===== config.mk =====
export PLATFORM = sky130hd
export DESIGN_NAME = result_collector_flat
export DESIGN_NICKNAME = d
export VERILOG_FILES = /design/src/rtl/result_collector_if.sv /design/src/rtl/result_collector.sv /design/src/flat_wrapper.sv
export SDC_FILE = /design/constraint.sdc
export NUM_CORES = 1
export LEC_CHECK = 0
export ABC_CLOCK_PERIOD_IN_PS = 4350
export CAP_MARGIN = 25
export CORE_MARGIN = 2
export CORE_UTILIZATION = 53
export DETAILED_ROUTE_END_ITERATION = 10
export DONT_BUFFER_PORTS = 1
export PLACE_DENSITY = 0.68
export SETUP_SLACK_MARGIN = 0.5
export SYNTH_ARGS = -nofsm -noshare
export SYNTH_HDL_FRONTEND = slang
export SYNTH_SLANG_ARGS = --single-unit

===== constraint.sdc =====
create_clock -name i_clk -period 4.35 [get_ports i_clk]
set_clock_uncertainty 0.2 [all_clocks]
set_input_delay 0.87 -clock i_clk [delete_from_list [all_inputs] [get_ports i_clk]]
set_output_delay 0.87 -clock i_clk [all_outputs]
set_load 0.005 [all_outputs]

===== src/rtl/result_collector_if.sv =====
// Stream bundle for the result collector: scaler-side lane writes in, packed rows out.
// The master modport is the environment (scaler + writeback); the slave modport is the collector.
interface result_collector_if #(
  parameter int unsigned DATA_WIDTH  = 8,
  parameter int unsigned INDEX_WIDTH = 10,
  parameter int unsigned CELL_AMOUNT = 4
);
  logic [INDEX_WIDTH-1:0]            in_index;
  logic [DATA_WIDTH-1:0]             in_value;
  logic                              in_enable;
  logic [CELL_AMOUNT*DATA_WIDTH-1:0] out_data;
  logic                              out_valid;
  logic                              out_ready;

  modport master (
    output in_index, in_value, in_enable, out_ready,
    input  out_data, out_valid
  );

  modport slave (
    input  in_index, in_value, in_enable, out_ready,
    output out_data, out_valid
  );
endinterface


===== src/rtl/result_collector.sv =====
// Assembles indexed scaler lanes into packed rows held in a two-bank ping-pong buffer,
// and hands completed rows downstream on a valid/ready stream in completion order.
module result_collector #(
  parameter int unsigned DATA_WIDTH  = 8,
  parameter int unsigned INDEX_WIDTH = 10,
  parameter int unsigned CELL_AMOUNT = 4
) (
  input  logic                i_clk,
  input  logic                i_reset,
  result_collector_if.slave   bus,
  output logic                o_overflow,
  output logic                o_index_error,
  output logic [15:0]         o_dropped_count,
  output logic [15:0]         o_rows_out
);

  localparam int unsigned RowW = CELL_AMOUNT * DATA_WIDTH;

  typedef enum logic [1:0] {StEmpty, StFilling, StFull} bank_state_e;

  bank_state_e            r_state [2];
  bank_state_e            w_state_d [2];
  logic [RowW-1:0]        r_data [2];
  logic [RowW-1:0]        w_data_d [2];
  logic [CELL_AMOUNT-1:0] r_map [2];
  logic [CELL_AMOUNT-1:0] w_map_d [2];
  logic                   r_wr_bank, w_wr_bank_d;
  logic                   r_rd_bank, w_rd_bank_d;
  logic                   r_overflow, w_overflow_d;
  logic                   r_index_error, w_index_error_d;
  logic [15:0]            r_dropped, w_dropped_d;
  logic [15:0]            r_rows, w_rows_d;
  logic                   w_in_range;
  logic                   w_xfer;
  logic [CELL_AMOUNT-1:0] w_map_set;

  always_comb begin
    w_state_d       = r_state;
    w_data_d        = r_data;
    w_map_d         = r_map;
    w_wr_bank_d     = r_wr_bank;
    w_rd_bank_d     = r_rd_bank;
    w_overflow_d    = r_overflow;
    w_index_error_d = r_index_error;
    w_dropped_d     = r_dropped;
    w_rows_d        = r_rows;
    w_map_set       = r_map[r_wr_bank];
    w_in_range      = bus.in_index < INDEX_WIDTH'(CELL_AMOUNT);
    w_xfer          = (r_state[r_rd_bank] == StFull) && bus.out_ready;

    if (w_xfer) begin
      w_state_d[r_rd_bank] = StEmpty;
      w_rd_bank_d          = ~r_rd_bank;
      w_rows_d             = r_rows + 16'd1;
    end

    // Full-bank test uses the registered state, so a bank being drained this cycle still drops.
    if (bus.in_enable) begin
      if (!w_in_range) begin
        w_index_error_d = 1'b1;
      end else if (r_state[r_wr_bank] == StFull) begin
        w_overflow_d = 1'b1;
        w_dropped_d  = r_dropped + 16'd1;
      end else begin
        for (int unsigned i = 0; i < CELL_AMOUNT; i++) begin
          if (bus.in_index == INDEX_WIDTH'(i)) begin
            w_data_d[r_wr_bank][i*DATA_WIDTH +: DATA_WIDTH] = bus.in_value;
            if (r_map[r_wr_bank][i]) w_index_error_d = 1'b1;
            w_map_set[i] = 1'b1;
          end
        end
        if (&w_map_set) begin
          w_state_d[r_wr_bank] = StFull;
          w_map_d[r_wr_bank]   = '0;
          w_wr_bank_d          = ~r_wr_bank;
        end else begin
          w_state_d[r_wr_bank] = StFilling;
          w_map_d[r_wr_bank]   = w_map_set;
        end
      end
    end
  end

  always_ff @(posedge i_clk) begin
    if (i_reset) begin
      for (int b = 0; b < 2; b++) begin
        r_state[b] <= StEmpty;
        r_data[b]  <= '0;
        r_map[b]   <= '0;
      end
      r_wr_bank     <= 1'b0;
      r_rd_bank     <= 1'b0;
      r_overflow    <= 1'b0;
      r_index_error <= 1'b0;
      r_dropped     <= '0;
      r_rows        <= '0;
    end else begin
      r_state       <= w_state_d;
      r_data        <= w_data_d;
      r_map         <= w_map_d;
      r_wr_bank     <= w_wr_bank_d;
      r_rd_bank     <= w_rd_bank_d;
      r_overflow    <= w_overflow_d;
      r_index_error <= w_index_error_d;
      r_dropped     <= w_dropped_d;
      r_rows        <= w_rows_d;
    end
  end

  assign bus.out_valid   = (r_state[r_rd_bank] == StFull);
  assign bus.out_data    = r_data[r_rd_bank];
  assign o_overflow      = r_overflow;
  assign o_index_error   = r_index_error;
  assign o_dropped_count = r_dropped;
  assign o_rows_out      = r_rows;

endmodule


===== src/flat_wrapper.sv =====
// flat-port wrapper written by rule: the top's interface ports become plain ports
module result_collector_flat 
#(
  parameter int unsigned DATA_WIDTH  = 8,
  parameter int unsigned INDEX_WIDTH = 10,
  parameter int unsigned CELL_AMOUNT = 4
)
  (i_clk, i_reset, o_overflow, o_index_error, o_dropped_count, o_rows_out, bus_in_index, bus_in_value, bus_in_enable, bus_out_ready, bus_out_data, bus_out_valid);
  result_collector_if #(.DATA_WIDTH(DATA_WIDTH), .INDEX_WIDTH(INDEX_WIDTH), .CELL_AMOUNT(CELL_AMOUNT)) bus_i ();
  input  logic i_clk;
  input  logic i_reset;
  output logic o_overflow;
  output logic o_index_error;
  output logic [15:0] o_dropped_count;
  output logic [15:0] o_rows_out;
  input wire logic [$bits(bus_i.in_index)-1:0] bus_in_index;
  input wire logic [$bits(bus_i.in_value)-1:0] bus_in_value;
  input wire logic [$bits(bus_i.in_enable)-1:0] bus_in_enable;
  input wire logic [$bits(bus_i.out_ready)-1:0] bus_out_ready;
  output wire logic [$bits(bus_i.out_data)-1:0] bus_out_data;
  output wire logic [$bits(bus_i.out_valid)-1:0] bus_out_valid;
  assign bus_i.in_index = bus_in_index;
  assign bus_i.in_value = bus_in_value;
  assign bus_i.in_enable = bus_in_enable;
  assign bus_i.out_ready = bus_out_ready;
  assign bus_out_data = bus_i.out_data;
  assign bus_out_valid = bus_i.out_valid;
  result_collector #(.DATA_WIDTH(DATA_WIDTH), .INDEX_WIDTH(INDEX_WIDTH), .CELL_AMOUNT(CELL_AMOUNT)) u_core (.i_clk(i_clk), .i_reset(i_reset), .bus(bus_i), .o_overflow(o_overflow), .o_index_error(o_index_error), .o_dropped_count(o_dropped_count), .o_rows_out(o_rows_out));
endmodule

Yosys cells after proc, flatten, opt, wreduce, memory -nomap -nowiden
Index checks and enable logic that the tools add are counted.
{"block": "word_totals", "latch_bits": 0, "in_bits": 22, "regBits": 112, "word_cells": 125, "mem_count": 0, "mem_bits_rw": 0, "output_inout_bits": 67, "romBits": 0}
{"block": "op_classes", "bitwise_logic": 15, "mux": 76, "n_addsub": 2, "div": 0, "order_cmp": 5, "eq_ne": 6, "mul": 0, "n_shift": 0, "n_reduce_logical": 9}
{"operator": "two-way mux 64 bit", "n": 13}
{"operator": "bitwise mux 64 bit", "n": 4}
{"operator": "demux 32 bit (select 1 bit)", "n": 4}
{"operator": "two-way mux 32 bit", "n": 4}
{"operator": "two-way mux 4 bit", "n": 9}
{"operator": "adder 16 x 1 -> 16 bit, second input constant", "n": 2}
{"operator": "two-way mux 1 bit", "n": 26}
{"operator": "two-way mux 24 bit", "n": 1}
{"operator": "equality test 10 x 2 -> 1 bit, second input constant", "n": 2}
{"operator": "two-way mux 16 bit", "n": 1}
{"operator": "two-way mux 2 bit", "n": 8}
{"operator": "two-way mux 8 bit", "n": 2}
{"operator": "equality test 10 x 1 -> 1 bit, second input constant", "n": 1}
{"operator": "zero test 10 bit", "n": 1}
{"operator": "less-than comparator 10 x 3 -> 1 bit, second input constant", "n": 1}
{"operator": "bitwise AND 8 bit", "n": 1}
{"operator": "bitwise mux 8 bit", "n": 1}
{"operator": "NOT 8 bit", "n": 1}
{"operator": "AND reduction 7 bit", "n": 1}
{"operator": "AND reduction 3 bit", "n": 2}
{"operator": "bitwise AND 2 bit", "n": 2}
{"operator": "bitwise AND 4 bit", "n": 1}
{"operator": "demux 2 bit (select 1 bit)", "n": 2}
{"operator": "demux 4 bit (select 1 bit)", "n": 1}
{"operator": "other kinds (12)", "n": 22}

Depth between registers and ports, before layout
Gate-level depths: netlist (run 1).
{"block": "logic_depth", "depth_word": 22, "mapped_depth": 7, "mapped_depth_nobuf": 5}

Worst setup path before layout (run 1)
Ideal clock, no wire load.
{"block": "synth_timing", "kind": "input to register", "from": "in bus_in_index[3]", "to": "reg u_core.r_data[0] (netlist bit)", "path_slack_ns": 1.647, "path_buffers": 1, "stages": 6, "required_time_ns": 4.022, "t_arrival_ns": 2.375, "path_cell_list": "nor4_4 -> nand4_2 -> or4_1 -> buf_2 -> mux2i_1 -> nor2_1"}
{"block": "synth_via", "elab_chain_len": 17}
{"item": "start, declared", "line_no": "flat_wrapper.sv:16", "text": "input wire logic [$bits(bus_i.in_index)-1:0] bus_in_index;"}
{"item": "zero test 10 bit", "line_no": "result_collector.sv:66", "text": "if (bus.in_index == INDEX_WIDTH'(i)) begin"}
{"item": "two-way mux 64 bit", "line_no": "result_collector.sv:66"}
{"item": "two-way mux 64 bit", "line_no": "result_collector.sv:61", "text": "end else if (r_state[r_wr_bank] == StFull) begin"}
{"item": "two-way mux 64 bit", "line_no": "result_collector.sv:59", "text": "if (!w_in_range) begin"}
{"item": "two-way mux 64 bit", "line_no": "result_collector.sv:58", "text": "if (bus.in_enable) begin"}
{"item": "bitwise mux 64 bit", "line_no": "result_collector.sv:67", "text": "w_data_d[r_wr_bank][i*DATA_WIDTH +: DATA_WIDTH] = bus.in_value;"}
{"item": "two-way mux 64 bit", "line_no": "result_collector.sv:66"}
{"item": "two-way mux 64 bit", "line_no": "result_collector.sv:61"}
{"item": "two-way mux 64 bit", "line_no": "result_collector.sv:59"}
{"item": "two-way mux 64 bit", "line_no": "result_collector.sv:58"}
{"item": "bitwise mux 64 bit", "line_no": "result_collector.sv:67"}
{"item": "two-way mux 64 bit", "line_no": "result_collector.sv:66"}
{"item": "two-way mux 64 bit", "line_no": "result_collector.sv:61"}
{"item": "two-way mux 64 bit", "line_no": "result_collector.sv:59"}
{"item": "two-way mux 64 bit", "line_no": "result_collector.sv:58"}
{"item": "bitwise mux 64 bit", "line_no": "result_collector.sv:67"}
{"item": "two-way mux 64 bit", "line_no": "result_collector.sv:66"}
{"item": "end signal, assigned", "line_no": "result_collector.sv:99", "text": "r_data <= w_data_d;"}
{"item": "end, declared", "line_no": "result_collector.sv:23", "text": "logic [RowW-1:0] r_data [2];"}
Parallel ways exist; a longest one is shown, timed or not. The select of a mux whose other input is x is not followed.
A chain may end at the register's enable or synchronous reset.

Final worst setup path (run 1)
{"block": "layout_timing", "from": "in bus_in_index[3]", "to": "reg u_core.r_dropped[14] (netlist: u_core.o_dropped_count[14])"}
{"block": "layout_via", "elab_chain_len": 2}
{"item": "less-than comparator 10 x 3 -> 1 bit", "line_no": "result_collector.sv:48", "text": "w_in_range = bus.in_index < INDEX_WIDTH'(CELL_AMOUNT);"}
{"item": "AND reduction 3 bit (no line)"}
{"item": "end signal, assigned", "line_no": "result_collector.sv:105", "text": "r_dropped <= w_dropped_d;"}
{"item": "end, declared", "line_no": "result_collector.sv:31", "text": "logic [15:0] r_dropped, w_dropped_d;"}
Every way passes these cells.

==> report_table.html, run 1 <==
<table>
<tr><th>Metric</th><th>Value</th></tr>
<tr><th colspan="2">Run status</th></tr>
<tr><td>Status</td><td>complete, no violations</td></tr>
<tr><th colspan="2">STA</th></tr>
<tr><td>Setup_tns</td><td>0 ps</td></tr>
<tr><td>Final worst-path cycle share</td><td>64.3%</td></tr>
<tr><td>Achievable Freq</td><td>357 MHz</td></tr>
<tr><td>Transition time at the pin with the least slew margin</td><td>844 ps</td></tr>
<tr><td>Setup repair after global routing missed its margin</td><td>false</td></tr>
<tr><td>Max-Slew Margin vs Limit</td><td>43.7%</td></tr>
<tr><td>Max Transition Viols Final</td><td>0</td></tr>
<tr><td>Number of endpoints with negative hold slack in the final report</td><td>0</td></tr>
<tr><td>Number of setup violations in the final report</td><td>0</td></tr>
<tr><td>Final worst slack</td><td>1550 ps</td></tr>
<tr><td>Minimum clock period</td><td>2800 ps</td></tr>
<tr><th colspan="2">Synth</th></tr>
<tr><td>Async set or reset register ratio after synthesis</td><td>0%</td></tr>
<tr><td>Leading cell types by count after synthesis</td><td>112 x sky130_fd_sc_hd__dfxtp_1, 101 x sky130_fd_sc_hd__nor2_1, 68 x sky130_fd_sc_hd__mux2i_1</td></tr>
<tr><td>Most common cell in the netlist</td><td>sky130_fd_sc_hd__dfxtp_1</td></tr>
<tr><td>Post-synthesis net count</td><td>558</td></tr>
<tr><td>FF+latch count, synth</td><td>112</td></tr>
<tr><td>Netlist area before placement</td><td>0.00514 mm^2</td></tr>
<tr><td>Sequential-to-total area share from yosys stat</td><td>43.6%</td></tr>
<tr><td>EDFF count, synth</td><td>0</td></tr>
<tr><td>Mean post-synth cell area</td><td>9.63 um^2</td></tr>
<tr><td>Number of distinct library cells after synthesis</td><td>53</td></tr>
<tr><td>Count of synthesis-stage warnings from yosys</td><td>0</td></tr>
<tr><td>Most used flip-flop cell after synthesis</td><td>sky130_fd_sc_hd__dfxtp_1</td></tr>
<tr><td>Dominant cells by area after synthesis</td><td>sky130_fd_sc_hd__dfxtp_1 44%, sky130_fd_sc_hd__mux2i_1 13%, sky130_fd_sc_hd__mux2_2 7.7%</td></tr>
<tr><td>Cell accounting for the most synthesized area</td><td>sky130_fd_sc_hd__dfxtp_1</td></tr>
<tr><td>Area share of the largest cell type after synthesis</td><td>43.6%</td></tr>
<tr><td>Number of instances in the synthesized netlist</td><td>534</td></tr>
<tr><th colspan="2">GRT</th></tr>
<tr><td>Overall Global Routing Usage</td><td>21.1%</td></tr>
<tr><td>Overflow after GRT</td><td>0</td></tr>
<tr><td>Pin count of the biggest net entering global routing</td><td>119</td></tr>
<tr><td>Wire length of the first global-routing pass</td><td>17.5 mm</td></tr>
<tr><td>Initial antenna violation count</td><td>0</td></tr>
<tr><td>Via count of the first global-routing pass</td><td>3539</td></tr>
<tr><th colspan="2">Drt</th></tr>
<tr><td>Highest routing layer actually used</td><td>met4</td></tr>
<tr><td>Total number of vias</td><td>3653</td></tr>
<tr><td>Routed length on met2</td><td>5.13 mm</td></tr>
<tr><td>Violation count after the first detailed-routing iteration</td><td>158</td></tr>
<tr><td>Average routed wire per standard cell</td><td>16.6 um</td></tr>
<tr><td>Antenna-violating nets left</td><td>0</td></tr>
<tr><td>Routed Wire Length</td><td>10.7 mm</td></tr>
<tr><td>Routed via count divided by cell count</td><td>5.65</td></tr>
<tr><td>Drt pass-1 iters</td><td>4</td></tr>
<tr><td>Routed wl met3</td><td>640 um</td></tr>
<tr><td>Metal1 wirelength</td><td>4.85 mm</td></tr>
<tr><td>Number of remaining DRC errors</td><td>0</td></tr>
<tr><th colspan="2">Critical path</th></tr>
<tr><td>Start-to-end type of the worst setup path</td><td>in2reg</td></tr>
<tr><td>Crit path capture type</td><td>flop</td></tr>
<tr><td>CP Data Required Time</td><td>4420 ps</td></tr>
<tr><td>Startpoint kind of the worst setup timing path</td><td>primary input</td></tr>
<tr><td>Slowest stage delay, CP</td><td>580 ps</td></tr>
<tr><td>Worst-path cell chain</td><td>nor4_4 &gt; o2111ai_2 &gt; nor3_1 &gt; a21oi_1 &gt; a31o_2</td></tr>
<tr><td>Maximum fanout count along the critical path</td><td>17</td></tr>
<tr><td>Kind of cell adding the most delay to the critical path</td><td>simple AND/OR/NAND/NOR gates</td></tr>
<tr><td>Data arrival time at the worst-slack endpoint</td><td>2860 ps</td></tr>
<tr><td>CP max stage cell</td><td>sky130_fd_sc_hd__o2111ai_2</td></tr>
<tr><td>Combined buffer and inverter count along the critical path</td><td>0</td></tr>
<tr><th colspan="2">Clocking</th></tr>
<tr><td>CTS tree</td><td>yes</td></tr>
<tr><td>Total number of clock tree sinks</td><td>112</td></tr>
<tr><td>Clock root buffer</td><td>sky130_fd_sc_hd__clkbuf_8</td></tr>
<tr><td>Post-CTS setup buffer count</td><td>0</td></tr>
<tr><td>Level count of the clock H-tree</td><td>3</td></tr>
<tr><td>Reg clk slew, reported paths</td><td>100 ps</td></tr>
<tr><td>CTS buffer count</td><td>9</td></tr>
<tr><td>CTS resizes</td><td>0</td></tr>
<tr><td>Cts-stage hold buffer count</td><td>0</td></tr>
<tr><td>Deepest clock path buffer count</td><td>2</td></tr>
<tr><td>Later-pin clock latency in the skew report</td><td>370 ps</td></tr>
<tr><th colspan="2">Place</th></tr>
<tr><td>Port buffer count</td><td>0</td></tr>
<tr><td>Post-placement setup slack</td><td>1170 ps</td></tr>
<tr><td>Detailed placer's ending HPWL</td><td>7.11 mm</td></tr>
<tr><td>Placed insts</td><td>630</td></tr>
<tr><td>Final Wtd Congestion</td><td>0.772</td></tr>
<tr><th colspan="2">Power and ir drop</th></tr>
<tr><td>Areal power density over the cells</td><td>309 mW/mm^2</td></tr>
<tr><td>Static power due to leakage</td><td>1.87 nW</td></tr>
<tr><td>Total power after layout</td><td>1.66 mW</td></tr>
<tr><td>Worst IR Drop VDD</td><td>0.000160 V</td></tr>
<tr><th colspan="2">Floorplan</th></tr>
<tr><td># rows</td><td>35</td></tr>
<tr><td>Die Height</td><td>103 um</td></tr>
<tr><td>Initial Utilization</td><td>55.1%</td></tr>
<tr><td>Die ar.</td><td>0.0105 mm^2</td></tr>
<tr><td>Ports placed on the boundary</td><td>89</td></tr>
<tr><td>Width of the die</td><td>103 um</td></tr>
<tr><td>Std-Cell Core Area</td><td>0.00933 mm^2</td></tr>
<tr><th colspan="2">Run</th></tr>
<tr><td>Number of max-cap violations</td><td>0</td></tr>
<tr><th colspan="2">Final layout</th></tr>
<tr><td>Count of non-filler cells in the finished layout</td><td>646</td></tr>
<tr><td>Layout overhead on the synthesized area</td><td>4.40%</td></tr>
<tr><td>Antenna fix cells</td><td>0</td></tr>
<tr><td>Share of cells above drive strength 1</td><td>13.9%</td></tr>
<tr><td>Final layout net count</td><td>536</td></tr>
<tr><th colspan="2">Hold path</th></tr>
<tr><td>Worst min-delay path category</td><td>reg2reg</td></tr>
</table>
power by group:
| part | internal, mW | leakage [nW] | switching [mW] | total, mW |
|---|---|---|---|---|
| clock network | 0.271 | 0.101 | 0.354 | 0.625 |
| logic | 0.00592 | 0.871 | 0.00323 | 0.00915 |
| registers | 1.03 | 0.902 | 0.000729 | 1.03 |
worst paths after layout:
kind | slack (ps) | depth (start not counted) | end | start
setup / recovery | 1550 | 5 | u_core.o_dropped_count[14] | bus_in_index[3]
hold / removal | 290 | 2 | u_core.r_map[4] | u_core.r_map[4]
setup reg to reg | 1700 | 5 | u_core.o_dropped_count[14] | u_core.r_wr_bank
hold reg to reg | 290 | 2 | u_core.r_map[4] | u_core.r_map[4]
flip-flops by register name (all words and copies together) (netlist names), 4 cells and up:
| register | count |
|---|---|
| u_core.o_rows_out | 16 |
| u_core.r_map | 8 |
| u_core.o_dropped_count | 16 |
| u_core.r_data | 64 |
| u_core.r_state | 4 |
tightest hold or removal path: cells and delay by family (launching register included):
kind / cells / cell delay [ps]
DFF: 1 / 340
and+or+nand+nor: 1 / 60
AOI/OAI and AO/OA: 1 / 50
cell type report:
cell class / count / area [um^2]
clock buffers: 10 / 128
clock inverters: 6 / 66.3
fillers: 831 / 3960
inverters: 8 / 30.0
multi-input cells: 380 / 2730
flip-flops and latches: 112 / 2240
well taps: 129 / 161
repair buffers: 1 / 7.51
layout by cell type, fill, tap and decap left out, types with 8 or more instances in the layout:
cell	instances
sky130_fd_sc_hd__a21oi_1	19
sky130_fd_sc_hd__clkbuf_8	9
sky130_fd_sc_hd__dfxtp_1	112
sky130_fd_sc_hd__inv_1	8
sky130_fd_sc_hd__mux2_2	35
sky130_fd_sc_hd__mux2i_1	68
sky130_fd_sc_hd__nand2_1	16
sky130_fd_sc_hd__nand3_1	14
sky130_fd_sc_hd__nor2_1	101
sky130_fd_sc_hd__nor3_1	10
sky130_fd_sc_hd__xnor2_1	19
kinds of logic after synthesis:
family | count (synthesis) | synth area share, %
AND/OR/NAND/NOR | 207 | 21.3
flip-flops | 112 | 43.6
multiplexers | 106 | 22.2
AO/OA/AOI/OAI | 42 | 5.26
buffers and inverters | 42 | 3.24
XOR/XNOR | 23 | 3.92
adder cells (fa/ha/maj) | 2 | 0.487
routing by layer:
metal | GRT usage (%) | vias to the layer above
met1 | 26.6 | 1763
li1 | - | 1811
met4 | 6.46 | 0
met2 | 35.1 | 69
met5 | 0 | -
met3 | 6.24 | 10
through the flow:
stage               util (%)  instance area [um^2]  hold slack [ps]
global route            57.6                  5370              308
detailed placement      55.5                  5170              272
global placement        55.5                  5170              253
CTS                     57.6                  5370              288
finish                  57.6                  5370              287
floorplan                  -                  5140              242
No activity file was read; power rests on OpenSTA's default activity.
==> inputs of run 2 (changes only) <==
--- a/config.mk
+++ b/config.mk
@@ -5,7 +5,7 @@
 export SDC_FILE = /design/constraint.sdc
 export NUM_CORES = 1
 export LEC_CHECK = 0
-export ABC_CLOCK_PERIOD_IN_PS = 4350
+export ABC_CLOCK_PERIOD_IN_PS = 2800
 export CAP_MARGIN = 25
 export CORE_MARGIN = 2
 export CORE_UTILIZATION = 53
==> constraint.sdc (replaced) <==
create_clock -name i_clk -period 2.8 [get_ports i_clk]
set_clock_uncertainty 0.2 [all_clocks]
set_input_delay 0.56 -clock i_clk [delete_from_list [all_inputs] [get_ports i_clk]]
set_output_delay 0.56 -clock i_clk [all_outputs]
set_load 0.005 [all_outputs]
==> run 2 against run 1 <==
Against the previous run:
- final cell count is 2.2% higher
- clock power is 62% higher
- utilization is 1.6 points higher
- critical path depth is 3 lower
- register-to-register slack worse by 1000 ps
- critical path type is now reg2out
- hold slack worse by 230 ps
- largest power group unchanged
==> report_table.html, run 2 (synthesized netlist as in run 1, its figures left out) <==
<table>
<tr><th>Metric</th><th>Value</th></tr>
<tr><th colspan="2">STA</th></tr>
<tr><td>Achievable Freq</td><td>445 MHz</td></tr>
<tr><td>Transition time at the pin with the least slew margin</td><td>794 ps (was 844 ps)</td></tr>
<tr><td>Setup repair after global routing missed its margin</td><td>false (unchanged)</td></tr>
<tr><td>Final worst-path cycle share</td><td>80.2%</td></tr>
<tr><td>Minimum clock period</td><td>2240 ps</td></tr>
<tr><td>Number of setup violations in the final report</td><td>0 (unchanged)</td></tr>
<tr><td>Number of endpoints with negative hold slack in the final report</td><td>0 (unchanged)</td></tr>
<tr><td>Final worst slack</td><td>555 ps (was 1550 ps)</td></tr>
<tr><td>Setup_tns</td><td>0 ps (unchanged)</td></tr>
<tr><td>Max-Slew Margin vs Limit</td><td>47.0% (was 43.7%)</td></tr>
<tr><td>Max Transition Viols Final</td><td>0 (unchanged)</td></tr>
<tr><th colspan="2">Run</th></tr>
<tr><td>Number of max-cap violations</td><td>0 (unchanged)</td></tr>
<tr><th colspan="2">Critical path</th></tr>
<tr><td>Startpoint kind of the worst setup timing path</td><td>flop (was primary input)</td></tr>
<tr><td>Reg-to-reg startpoint</td><td>u_core.r_rd_bank (was u_core.r_wr_bank)</td></tr>
<tr><td>Data arrival time at the worst-slack endpoint</td><td>1480 ps (was 2860 ps)</td></tr>
<tr><td>Worst-path cell chain</td><td>buf_12 &gt; mux2_2 (was nor4_4 &gt; o2111ai_2 &gt; nor3_1 &gt; a21oi_1 &gt; a31o_2)</td></tr>
<tr><td>Crit path capture type</td><td>output pin (was flop)</td></tr>
<tr><td>Start-to-end type of the worst setup path</td><td>reg2out (was in2reg)</td></tr>
<tr><td>Maximum fanout count along the critical path</td><td>33 (was 17)</td></tr>
<tr><td>Worst-case reg-to-reg path depth</td><td>5 (unchanged)</td></tr>
<tr><td>Reg2Reg Setup Slack</td><td>650 ps (was 1700 ps)</td></tr>
<tr><td>CP Data Required Time</td><td>2040 ps (was 4420 ps)</td></tr>
<tr><td>Slowest stage delay, CP</td><td>460 ps (was 580 ps)</td></tr>
<tr><td>Reg-to-Reg End</td><td>u_core.o_rows_out[15] (was u_core.o_dropped_count[14])</td></tr>
<tr><td>CP max stage cell</td><td>sky130_fd_sc_hd__dfxtp_1 (was sky130_fd_sc_hd__o2111ai_2)</td></tr>
<tr><th colspan="2">Final layout</th></tr>
<tr><td>Area taken by flip-flops and latches</td><td>0.00224 mm^2 (about the same)</td></tr>
<tr><td>Max reg flops</td><td>64 (unchanged)</td></tr>
<tr><td>Antenna fix cells</td><td>0 (unchanged)</td></tr>
<tr><td>Design area</td><td>0.00552 mm^2 (was 0.00537 mm^2)</td></tr>
<tr><td>Share of cells above drive strength 1</td><td>16.9% (was 13.9%)</td></tr>
<tr><td>Finished Core Util</td><td>59.1% (was 57.6%)</td></tr>
<tr><td>Most used cells in the layout excluding fill and tap cells</td><td>111 x sky130_fd_sc_hd__dfxtp_1, 101 x sky130_fd_sc_hd__nor2_1, 68 x sky130_fd_sc_hd__mux2i_1 (was 112 x sky130_fd_sc_hd__dfxtp_1, 101 x sky130_fd_sc_hd__nor2_1, 68 x sky130_fd_sc_hd__mux2i_1)</td></tr>
<tr><td>Final layout net count</td><td>550 (was 536)</td></tr>
<tr><td>Leading cell type in the layout, fill and taps excluded</td><td>sky130_fd_sc_hd__dfxtp_1 (unchanged)</td></tr>
<tr><td>Multi-input gate area in the final layout</td><td>0.00275 mm^2 (was 0.00273 mm^2)</td></tr>
<tr><td>Biggest register</td><td>u_core.r_data (unchanged)</td></tr>
<tr><td># fillers</td><td>843 (was 831)</td></tr>
<tr><td>Layout overhead on the synthesized area</td><td>7.27% (was 4.40%)</td></tr>
<tr><th colspan="2">Clocking</th></tr>
<tr><td>CTS tree</td><td>yes (unchanged)</td></tr>
<tr><td>Total number of clock tree sinks</td><td>112 (unchanged)</td></tr>
<tr><td>Level count of the clock H-tree</td><td>3 (unchanged)</td></tr>
<tr><td>Clock root buffer</td><td>sky130_fd_sc_hd__clkbuf_8 (unchanged)</td></tr>
<tr><td>CTS buffer count</td><td>9 (unchanged)</td></tr>
<tr><td>Reg clk slew, reported paths</td><td>100 ps (about the same)</td></tr>
<tr><td>Later-pin clock latency in the skew report</td><td>370 ps (about the same)</td></tr>
<tr><td>Post-CTS setup buffer count</td><td>0 (unchanged)</td></tr>
<tr><td>Cts-stage hold buffer count</td><td>0 (unchanged)</td></tr>
<tr><td>Deepest clock path buffer count</td><td>2 (unchanged)</td></tr>
<tr><th colspan="2">GRT</th></tr>
<tr><td>Via count of the first global-routing pass</td><td>3497 (was 3539)</td></tr>
<tr><td>Initial antenna violation count</td><td>0 (unchanged)</td></tr>
<tr><td>Overall Global Routing Usage</td><td>21.1% (about the same)</td></tr>
<tr><td>Pin count of the biggest net entering global routing</td><td>119 (unchanged)</td></tr>
<tr><td>Overflow after GRT</td><td>0 (unchanged)</td></tr>
<tr><td>Wire length of the first global-routing pass</td><td>17.5 mm (about the same)</td></tr>
<tr><th colspan="2">Drt</th></tr>
<tr><td>Total number of vias</td><td>3722 (was 3653)</td></tr>
<tr><td>Drt pass-1 iters</td><td>4 (unchanged)</td></tr>
<tr><td>Antenna-violating nets left</td><td>0 (unchanged)</td></tr>
<tr><td>Routed length on met2</td><td>5.23 mm (was 5.13 mm)</td></tr>
<tr><td>Highest routing layer actually used</td><td>met4 (unchanged)</td></tr>
<tr><td>Routed via count divided by cell count</td><td>5.64 (was 5.65)</td></tr>
<tr><td>Routed Wire Length</td><td>10.7 mm (about the same)</td></tr>
<tr><td>Routed wl met3</td><td>616 um (was 640 um)</td></tr>
<tr><td>Violation count after the first detailed-routing iteration</td><td>136 (was 158)</td></tr>
<tr><td>Average routed wire per standard cell</td><td>16.3 um (was 16.6 um)</td></tr>
<tr><td>Number of remaining DRC errors</td><td>0 (unchanged)</td></tr>
<tr><td>Metal1 wirelength</td><td>4.79 mm (was 4.85 mm)</td></tr>
<tr><th colspan="2">Power and ir drop</th></tr>
<tr><td>Areal power density over the cells</td><td>474 mW/mm^2 (was 309 mW/mm^2)</td></tr>
<tr><td>Total power after layout</td><td>2.62 mW (was 1.66 mW)</td></tr>
<tr><td>Static power due to leakage</td><td>1.96 nW (was 1.87 nW)</td></tr>
<tr><td>Worst IR Drop VDD</td><td>0.000264 V (was 0.000160 V)</td></tr>
<tr><th colspan="2">Place</th></tr>
<tr><td>Placed Instance Area</td><td>0.00528 mm^2 (was 0.00517 mm^2)</td></tr>
<tr><td>Final Wtd Congestion</td><td>0.885 (was 0.772)</td></tr>
<tr><td>Detailed placer's ending HPWL</td><td>7.33 mm (was 7.11 mm)</td></tr>
<tr><td>Port buffer count</td><td>0 (unchanged)</td></tr>
<tr><td>Post-placement setup slack</td><td>267 ps (was 1170 ps)</td></tr>
<tr><th colspan="2">Hold path</th></tr>
<tr><td>Depth of the worst hold-timing path</td><td>1 (was 2)</td></tr>
<tr><td>Worst Hold Endpoint</td><td>u_core.o_dropped_count[5] (was u_core.r_map[4])</td></tr>
<tr><td>Origin of the worst min-delay path</td><td>i_reset (was u_core.r_map[4])</td></tr>
<tr><td>Worst min-delay path category</td><td>in2reg (was reg2reg)</td></tr>
<tr><th colspan="2">Run status</th></tr>
<tr><td>Status</td><td>complete, no violations (unchanged)</td></tr>
<tr><th colspan="2">Floorplan</th></tr>
<tr><td>Std-Cell Core Area</td><td>0.00933 mm^2 (unchanged)</td></tr>
<tr><td>Width of the die</td><td>103 um (unchanged)</td></tr>
<tr><td>Die ar.</td><td>0.0105 mm^2 (unchanged)</td></tr>
<tr><td>Ports placed on the boundary</td><td>89 (unchanged)</td></tr>
<tr><td># rows</td><td>35 (unchanged)</td></tr>
<tr><td>Initial Utilization</td><td>55.1% (unchanged)</td></tr>
<tr><td>Die Height</td><td>103 um (unchanged)</td></tr>
</table>
==> run 2: critical path, delay by kind of cell, from the launching register on <==
| kind | cells | cell delay (ps) |
|---|---|---|
| flops | 1 | 460 |
| buf+inv | 1 | 240 |
| mux | 1 | 390 |
==> run 2: metrics by stage <==
| step | hold WS, ps | cells |
|---|---|---|
| 2_1_floorplan | 242 | 534 |
| 3_3_place_gp | 249 | 644 |
| 4_1_cts | 31.9 | 660 |
| 6_report | 55.7 | 660 |
| 3_5_place_dp | 256 | 644 |
| 5_1_grt | 28.9 | 660 |
==> run 2: how the worst max path moves through the flow <==
| stage | from | endpoint | slack (ps) | cells after the start |
|---|---|---|---|---|
| finish | u_core.r_rd_bank | bus_out_data[31] | 560 | 2 |
| global route | u_core.r_rd_bank | bus_out_data[7] | 500 | 2 |
| CTS | u_core.r_rd_bank | bus_out_data[7] | 510 | 2 |
| detailed placement | bus_in_index[3] | u_core.r_data[4] | 270 | 6 |
| global placement | bus_in_index[9] | u_core.r_data[3] | 300 | 4 |
| floorplan | bus_in_index[3] | u_core.r_data[0] | 430 | 6 |
==> run 2: repair_timing <==
item | in CTS | in global routing
cloned | 0 | 0
setup endpoints to repair | 33 | 33
resized for setup | 4 | 2
==> run 2: power by group <==
part	switching, mW	internal (mW)
logic	0.00529	0.0102
registers	0.00109	1.59
clock network	0.577	0.431
==> run 2: layout make-up <==
class,count,share of cell area (%)
inverters,8,0.544
well taps,129,2.93
repair buffers,15,2.27
flip-flops and latches,112,40.7
multi-input cells,380,49.8
clock buffers,9,2.25
clock inverters,7,1.59
==> run 2: metal layers <==
metal / vias up / global-route usage, %
li1: 1837 / -
met5: - / 0
met3: 13 / 6.24
met1: 1794 / 26.7
met4: 0 / 4.62
met2: 78 / 35.7
